===== config.mk =====
export PLATFORM = sky130hd
export DESIGN_NAME = multi_sensor_speed_meter
export DESIGN_NICKNAME = d
export VERILOG_FILES = /design/src/rtl/multi_sensor_speed_meter.sv
export SDC_FILE = /design/constraint.sdc
export NUM_CORES = 1
export LEC_CHECK = 0
export ABC_AREA = 1
export ABC_CLOCK_PERIOD_IN_PS = 3050
export CAP_MARGIN = 15
export CORE_MARGIN = 2
export CORE_UTILIZATION = 64
export DETAILED_ROUTE_END_ITERATION = 16
export DONT_BUFFER_PORTS = 1
export PLACE_DENSITY = 0.8
export SLEW_MARGIN = 5
export SYNTH_ARGS = -nofsm -noshare
export SYNTH_HDL_FRONTEND = slang
export SYNTH_SLANG_ARGS = --single-unit

===== constraint.sdc =====
create_clock -name clk -period 3.05 [get_ports clk]
set_input_delay 0.4575 -clock clk [delete_from_list [all_inputs] [get_ports clk]]
set_output_delay 0.4575 -clock clk [all_outputs]
set_load 0.01 [all_outputs]

===== src/rtl/multi_sensor_speed_meter.sv =====
// Multi-sensor lane speed meter: timestamps each sensor's rising edge in ms
// and divides 360*gap_cm by the per-segment ms delta to get 0.1 km/h units.
module multi_sensor_speed_meter #(
  parameter int unsigned SYS_FREQ    = 50000000,
  parameter int unsigned NUM_SENSORS = 3,
  parameter logic [16*(NUM_SENSORS-1)-1:0] GAP_CM = {16'd600, 16'd400},
  parameter int unsigned WIDTH_MS    = 16,
  parameter int unsigned WIDTH_SPEED = 14,
  parameter int unsigned SPEED_LIMIT = 600,
  parameter int unsigned TIMEOUT_MS  = 10000
) (
  input  logic                           clk,
  input  logic                           reset,
  input  logic [NUM_SENSORS-1:0]         sensor,
  output logic [WIDTH_SPEED-1:0]         speed,
  output logic [$clog2(NUM_SENSORS)-1:0] seg_idx,
  output logic                           speed_valid,
  output logic                           overspeed,
  output logic                           done,
  output logic                           timeout,
  output logic                           busy
);

  localparam int unsigned DIV   = SYS_FREQ / 1000;
  localparam int unsigned PRE_W = (DIV > 1) ? $clog2(DIV) : 1;
  localparam int unsigned NUM_W = 25;
  localparam int unsigned CNT_W = $clog2(NUM_W + 1);
  localparam int unsigned SEG_W = $clog2(NUM_SENSORS);
  localparam int unsigned IDX_W = $clog2(NUM_SENSORS + 1);
  localparam int unsigned NSEG  = NUM_SENSORS - 1;

  typedef enum logic {IDLE, MEASURE} state_t;

  // ---------------- input synchronisers and edge detect ----------------
  logic [NUM_SENSORS-1:0] sync1_q, sync1_d, sync2_q, sync2_d, prev_q, prev_d;
  logic [NUM_SENSORS-1:0] cap;

  // 2-FF synchroniser plus a third stage for rising-edge detection
  always_comb begin
    sync1_d = sensor;
    sync2_d = sync1_q;
    prev_d  = sync2_q;
    cap     = sync2_q & ~prev_q;
  end

  // ---------------- millisecond timebase ----------------
  logic [PRE_W-1:0]    pre_q, pre_d, pre_inc;
  logic [WIDTH_MS-1:0] ms_q, ms_d, ms_inc;
  logic                start_veh;

  // prescaler wrap advances the saturating ms counter
  always_comb begin
    pre_inc = pre_q + 1'b1;
    ms_inc  = ms_q;
    if (pre_q == PRE_W'(DIV - 1)) begin
      pre_inc = '0;
      if (ms_q != '1) ms_inc = ms_q + 1'b1;
    end
  end

  // timebase restarts on an accepted sensor 0 capture
  always_comb begin
    pre_d = start_veh ? '0 : pre_inc;
    ms_d  = start_veh ? '0 : ms_inc;
  end

  // ---------------- measurement FSM ----------------
  state_t                             state_q, state_d;
  logic [IDX_W-1:0]                   next_q, next_d;
  logic [NUM_SENSORS-1:0][WIDTH_MS-1:0] ts_q, ts_d;
  logic                               busy_q, busy_d, timeout_q, timeout_d;
  logic                               abort, accept, accept_last;
  logic [NSEG-1:0]                    pend_set;
  logic                               done_q;

  // sequence sensors in order; abort when the ms budget runs out
  always_comb begin
    state_d     = state_q;
    next_d      = next_q;
    ts_d        = ts_q;
    busy_d      = busy_q;
    timeout_d   = 1'b0;
    start_veh   = 1'b0;
    abort       = 1'b0;
    accept      = 1'b0;
    accept_last = 1'b0;
    pend_set    = '0;
    case (state_q)
      IDLE: begin
        if (cap[0]) begin
          start_veh = 1'b1;
          ts_d[0]   = '0;
          next_d    = IDX_W'(1);
          busy_d    = 1'b1;
          state_d   = MEASURE;
        end
      end
      MEASURE: begin
        for (int unsigned i = 1; i < NUM_SENSORS; i++) begin
          if (next_q == IDX_W'(i) && cap[i]) begin
            accept        = 1'b1;
            ts_d[i]       = ms_inc;
            pend_set[i-1] = 1'b1;
            if (i == NUM_SENSORS - 1) accept_last = 1'b1;
          end
        end
        if (accept) next_d = next_q + 1'b1;
        if (done_q) begin
          state_d = IDLE;
          busy_d  = 1'b0;
        end else if (ms_q == WIDTH_MS'(TIMEOUT_MS) &&
                     next_q != IDX_W'(NUM_SENSORS) && !accept_last) begin
          // the last-sensor capture wins a tie with the timeout
          timeout_d = 1'b1;
          abort     = 1'b1;
          busy_d    = 1'b0;
          pend_set  = '0;
          state_d   = IDLE;
        end
      end
      default: state_d = IDLE;
    endcase
  end

  // ---------------- sequential divider and result registers ----------------
  logic [NSEG-1:0]        pend_q, pend_d;
  logic                   dbusy_q, dbusy_d;
  logic [CNT_W-1:0]       cnt_q, cnt_d;
  logic [NUM_W-1:0]       quo_q, quo_d;
  logic [WIDTH_MS-1:0]    rem_q, rem_d, den_q, den_d;
  logic [SEG_W-1:0]       dseg_q, dseg_d, seg_q, seg_d;
  logic [WIDTH_SPEED-1:0] speed_q, speed_d;
  logic                   valid_q, valid_d, done_d, ovs_q, ovs_d;

  // serve lowest pending segment; restoring divide, one quotient bit per cycle
  always_comb begin
    logic                   found;
    logic [SEG_W-1:0]       sel;
    logic [15:0]            gap;
    logic [WIDTH_MS-1:0]    den_sel;
    logic [WIDTH_MS:0]      rem_sh;
    logic                   qbit;
    logic [NUM_W-1:0]       quo_nx;
    logic [WIDTH_SPEED-1:0] sat;

    pend_d  = pend_q;
    dbusy_d = dbusy_q;
    cnt_d   = cnt_q;
    quo_d   = quo_q;
    rem_d   = rem_q;
    den_d   = den_q;
    dseg_d  = dseg_q;
    seg_d   = seg_q;
    speed_d = speed_q;
    ovs_d   = ovs_q;
    valid_d = 1'b0;
    done_d  = 1'b0;

    found   = 1'b0;
    sel     = '0;
    gap     = '0;
    den_sel = '0;
    for (int unsigned i = 0; i < NSEG; i++) begin
      if (pend_q[i] && !found) begin
        found   = 1'b1;
        sel     = SEG_W'(i);
        gap     = GAP_CM[16*i +: 16];
        den_sel = ts_q[i+1] - ts_q[i];
      end
    end

    rem_sh = {rem_q, quo_q[NUM_W-1]};
    qbit   = (rem_sh >= {1'b0, den_q});
    quo_nx = {quo_q[NUM_W-2:0], qbit};
    if (den_q == '0 || |quo_nx[NUM_W-1:WIDTH_SPEED]) sat = '1;
    else                                              sat = quo_nx[WIDTH_SPEED-1:0];

    if (dbusy_q) begin
      rem_d = qbit ? WIDTH_MS'(rem_sh - {1'b0, den_q}) : rem_sh[WIDTH_MS-1:0];
      quo_d = quo_nx;
      cnt_d = cnt_q - 1'b1;
      if (cnt_q == CNT_W'(1)) begin
        dbusy_d = 1'b0;
        valid_d = 1'b1;
        seg_d   = dseg_q;
        speed_d = sat;
        ovs_d   = ovs_q | (sat > WIDTH_SPEED'(SPEED_LIMIT));
        done_d  = (dseg_q == SEG_W'(NSEG - 1));
      end
    end else if (found) begin
      dbusy_d     = 1'b1;
      cnt_d       = CNT_W'(NUM_W);
      quo_d       = NUM_W'(360) * NUM_W'(gap);
      rem_d       = '0;
      den_d       = den_sel;
      dseg_d      = sel;
      pend_d[sel] = 1'b0;
    end

    pend_d = pend_d | pend_set;

    if (abort) begin
      pend_d  = '0;
      dbusy_d = 1'b0;
      valid_d = 1'b0;
      done_d  = 1'b0;
      seg_d   = seg_q;
      speed_d = speed_q;
      ovs_d   = ovs_q;
    end
    if (start_veh) ovs_d = 1'b0;
  end

  // state register for every block above
  always_ff @(posedge clk) begin
    if (reset) begin
      sync1_q   <= '0;
      sync2_q   <= '0;
      prev_q    <= '0;
      pre_q     <= '0;
      ms_q      <= '0;
      state_q   <= IDLE;
      next_q    <= '0;
      ts_q      <= '0;
      busy_q    <= 1'b0;
      timeout_q <= 1'b0;
      pend_q    <= '0;
      dbusy_q   <= 1'b0;
      cnt_q     <= '0;
      quo_q     <= '0;
      rem_q     <= '0;
      den_q     <= '0;
      dseg_q    <= '0;
      seg_q     <= '0;
      speed_q   <= '0;
      valid_q   <= 1'b0;
      done_q    <= 1'b0;
      ovs_q     <= 1'b0;
    end else begin
      sync1_q   <= sync1_d;
      sync2_q   <= sync2_d;
      prev_q    <= prev_d;
      pre_q     <= pre_d;
      ms_q      <= ms_d;
      state_q   <= state_d;
      next_q    <= next_d;
      ts_q      <= ts_d;
      busy_q    <= busy_d;
      timeout_q <= timeout_d;
      pend_q    <= pend_d;
      dbusy_q   <= dbusy_d;
      cnt_q     <= cnt_d;
      quo_q     <= quo_d;
      rem_q     <= rem_d;
      den_q     <= den_d;
      dseg_q    <= dseg_d;
      seg_q     <= seg_d;
      speed_q   <= speed_d;
      valid_q   <= valid_d;
      done_q    <= done_d;
      ovs_q     <= ovs_d;
    end
  end

  assign speed       = speed_q;
  assign seg_idx     = seg_q;
  assign speed_valid = valid_q;
  assign overspeed   = ovs_q;
  assign done        = done_q;
  assign timeout     = timeout_q;
  assign busy        = busy_q;

endmodule


==> impl.org <==
** Outcome
- The flow ran to the end, and the final reports show no timing, DRC or antenna violations.

** Timing
- Adding up every negative setup slack in the final design gives 0 ns.
- Max Fclk :: 428 MHz
- Setup repair after global routing left no endpoint under its margin.
- Setup violations remaining at the end of the flow were counted as 0.
- In the finished design, the share of the clock period the worst path needs comes to 0.767.
- The final max-slew violation count is 0.
- Headroom to the max-slew limit came out at 0.469.
- Final critical delay including setup and external delays :: 2.34 ns
- Final clock skew :: 0.00867 ns
- Count of final hold-check violations :: 0
- For the pin with the worst max-slew slack, the measured transition is 0.796 ns.
- Setup WS post-layout :: 0.711 ns

** Yosys
- Of the total synthesized cell area, the portion taken by full adders, half adders and majority gates is 0.0608.
- For this run, the leading register cell type out of synthesis is sky130_fd_sc_hd__dfxtp_1.
- The compound-gate portion of the synthesized area came to 0.184.
- Counting distinct cell types in the post-synthesis netlist gives 50.
- Yosys printed 0 warnings.
- Of all flip-flops after synthesis, the portion carrying an async set or reset was 0.
- Measured against the total synthesized area, the mux share comes to 0.
- Share of the yosys chip area belonging to registers :: 0.373
- Flip-flop and latch count after synthesis :: 162
- Mean cell area of the mapped netlist :: 7.00 um2
- Area leader, netlist :: sky130_fd_sc_hd__dfxtp_1
- Of the total synthesized cell area, the portion taken by XOR and XNOR cells is 0.0311.
- Synthesized cell area :: 8680 um2
- Synthesis produced a netlist whose cell count is 1240.
- Ranking of synthesized cells by area :: sky130_fd_sc_hd__dfxtp_1, sky130_fd_sc_hd__nand2_1, sky130_fd_sc_hd__a21oi_1
- By area, the combinational part of the netlist is dominated by simple AND/OR/NAND/NOR gates.
- When the netlist entered floorplanning its net count stood at 1286.
- The synthesized design contains 0 enable-type register cells.
- Simple-gate area share of the yosys netlist :: 0.249
- Of the post-synthesis cell area, the dominant cell type holds 0.373.

** Place
- The congestion estimate from routability-driven global placement came to 0.953.
- Once detailed placement completed, the half-perimeter wirelength came to 14.5 mm.
- Counting tap cells, the placed design contains a total of 1382 instances.
- Placement Setup Slack :: 0.773 ns
- Port Buffers :: 0

** GRT
- Remaining global-route overflow :: 0
- The number of global-route vias before repair came to 7302.
- Across every metal layer, demand over resource in global routing totals 0.292.
- The number of antenna violations at the first check in global routing is 0.
- The first global-routing pass estimated 34.3 mm of wire.
- Entering global routing, the biggest net connects 79 pins.

** Die
- The die is 120 um tall.
- Starting utilization of the core area :: 0.656
- In this run the count of I/O pins placed on the die edge is 26.
- Core region area :: 13200 um2
- Die Outline Area :: 14500 um2
- Count of standard-cell rows :: 42
- The die is 120 um wide.

** Worst setup path
- The worst setup path is launched from a register.
- Worst R2R Start :: quo_q[24]
- At the worst endpoint, the required time is 3.42 ns.
- The worst setup path is captured at a register.
- Reg2reg path depth :: 12
- Reg-to-reg slack, setup :: 0.71 ns
- Along the worst path, the maximum fanout reaches 3.
- Data arrives at the worst endpoint at 2.70 ns.
- Worst Path Class, Setup :: register to register
- The endpoint identified for the worst register-to-register timing path is rem_q[10].

** Final layout
- Once layout is complete, the cells apart from fillers number 1414.
- Share of final-layout standard cells stronger than drive strength 1 :: 0.0646
- The area growth from synthesis to layout is 8.01%.
- In the final design database the tool counted 1271 nets.
- The library cell used most frequently in the layout, excluding fill and tap cells, is sky130_fd_sc_hd__nand2_1.
- Count of inserted antenna diode cells :: 0
- Top library cells by usage in the layout, fill and taps aside :: sky130_fd_sc_hd__nand2_1, sky130_fd_sc_hd__inv_1, sky130_fd_sc_hd__dfxtp_1

** Clock network
- Cts-stage hold buffer count :: 0
- The tree built by TritonCTS fans out to 162 sinks.
- Buffer depth of the longest clock path :: 2
- Buffers inserted during clock tree synthesis total 17.
- TritonCTS clock tree :: yes
- After clock tree synthesis, the setup repair step added 0 buffers.
- Count of cells resized by post-cts repair :: 0
- Clock-pin slew was measured on the worst setup and hold paths at 0.06 ns.
- The tree is rooted in a sky130_fd_sc_hd__clkbuf_16.
- Clock latency on the worst-skew pair :: 0.43 ns
- H-tree depth :: 4

** Drt
- Count of routing violations after the opening detailed-route iteration :: 518
- The routed design has 20.4 mm of wire.
- Dividing the detail-routed wire length by the instance count gives 14.4 um.
- The first TritonRoute pass finished after 7 iterations.
- In this run the remaining antenna-violating nets after routing total 0.
- Avg Vias per Cell :: 5.55
- Total via count after detailed routing :: 7844
- Number of DRC violations after detailed routing :: 0

** Hold path
- Start point of the worst hold path :: reset
- Path type of the worst min-delay path :: input pin to register
- The worst hold path terminates at quo_q[22].
- Counting instances, the worst hold path has a depth of 1.

** Power and ir drop
- VDD sags by at most 0.420 mV.
- Summing internal, switching and leakage power gives 0.00441 W.
- The analysis attributes to cell leakage a power of 4.18 nW.
- Dividing total power by cell area gives a power density of 470 nW/um2.

** Run
- The tool flagged a number of max-cap violations equal to 0.
Yosys cell counts (4+ instances only):
master	number
sky130_fd_sc_hd__inv_2	8
sky130_fd_sc_hd__o21bai_1	9
sky130_fd_sc_hd__xnor2_1	9
sky130_fd_sc_hd__buf_4	4
sky130_fd_sc_hd__o211ai_1	25
sky130_fd_sc_hd__nor3_1	22
sky130_fd_sc_hd__a21oi_1	143
sky130_fd_sc_hd__nor3_2	5
sky130_fd_sc_hd__buf_1	4
sky130_fd_sc_hd__nand2_1	244
sky130_fd_sc_hd__a211oi_1	5
sky130_fd_sc_hd__a221oi_1	6
sky130_fd_sc_hd__dfxtp_1	162
sky130_fd_sc_hd__buf_2	15
sky130_fd_sc_hd__xor2_1	20
sky130_fd_sc_hd__nor2_1	123
sky130_fd_sc_hd__nand4_1	4
sky130_fd_sc_hd__nor2_2	7
sky130_fd_sc_hd__nand3_1	72
sky130_fd_sc_hd__o21ai_0	68
sky130_fd_sc_hd__nand2_2	6
sky130_fd_sc_hd__inv_1	168
sky130_fd_sc_hd__clkbuf_1	20
sky130_fd_sc_hd__a21o_1	6
sky130_fd_sc_hd__ha_1	39
sky130_fd_sc_hd__o21ai_1	6
how the worst max path moves through the flow:
stage | from | end | slack, ns
5_1_grt | ts_q[18] | den_q[9] | 0.45
3_5_place_dp | quo_q[24] | rem_q[10] | 0.77
6_report | quo_q[24] | rem_q[10] | 0.71
2_1_floorplan | quo_q[24] | rem_q[14] | 1.05
4_1_cts | quo_q[24] | rem_q[14] | 0.74
3_3_place_gp | den_q[8] | rem_q[10] | 0.82
final cells by class:
| cell class | instances | area (um2) |
|---|---|---|
| flip-flops and latches | 162 | 3240 |
| clock inverters | 13 | 174 |
| fillers | 1157 | 3860 |
| clock buffers | 19 | 433 |
| multi-input cells | 855 | 4560 |
| inverters | 179 | 672 |
| well taps | 176 | 220 |
| repair buffers | 10 | 75.1 |
kinds of logic after synthesis:
| family | count (synthesis) |
|---|---|
| XOR/XNOR | 30 |
| adder cells (fa/ha/maj) | 41 |
| AO/OA/AOI/OAI | 282 |
| other | 1 |
| AND/OR/NAND/NOR | 501 |
| flip-flops | 162 |
| buffers and inverters | 223 |
critical path, cell delays in order (launching register included):
cell and delay [ns]:
sky130_fd_sc_hd__dfxtp_1 0.34, sky130_fd_sc_hd__inv_1 0.05, sky130_fd_sc_hd__ha_1 0.22, sky130_fd_sc_hd__fa_1 0.42, sky130_fd_sc_hd__nor2_1 0.22, sky130_fd_sc_hd__nor2_1 0.11, sky130_fd_sc_hd__o21ai_0 0.36, sky130_fd_sc_hd__nand2_1 0.16
sky130_fd_sc_hd__nand2_1 0.09, sky130_fd_sc_hd__nand2_1 0.05, sky130_fd_sc_hd__nand3_1 0.06, sky130_fd_sc_hd__nand3_1 0.07, sky130_fd_sc_hd__a21oi_1 0.12
power breakdown:
group / internal (W) / switching, W / leakage (nW)
combinational: 0.0000171 / 0.0000438 / 2.57
clock: 0.00131 / 0.000909 / 0.297
sequential: 0.00213 / 0.00000718 / 1.31
metrics by stage:
step | hold slack [ns] | instance area, um2 | utilization
global route | 0.0772 | 9380 | 0.708
CTS | 0.0815 | 9380 | 0.708
finish | 0.0873 | 9380 | 0.708
floorplan | 0.388 | 8680 | -
detailed placement | 0.399 | 8770 | 0.662
global placement | 0.390 | 8770 | 0.662
flip-flops by register name, summed over array words and instances (netlist names), 2 cells and up:
register  cells
sync1_q       3
pend_q        2
ms_q         16
quo_q        25
speed        14
prev_d        3
rem_q        16
prev_q        3
ts_q         32
next_q        2
pre_q        16
cnt_q         5
den_q        16
routing by layer:
metal	vias up	wire (um)	track usage
li1	4025	-	-
met3	31	770	0.0509
met4	0	426	0.100
met5	-	0	0
met1	3624	9650	0.389
met2	164	9520	0.479
Note: power is estimated with default switching activity, not from simulation.
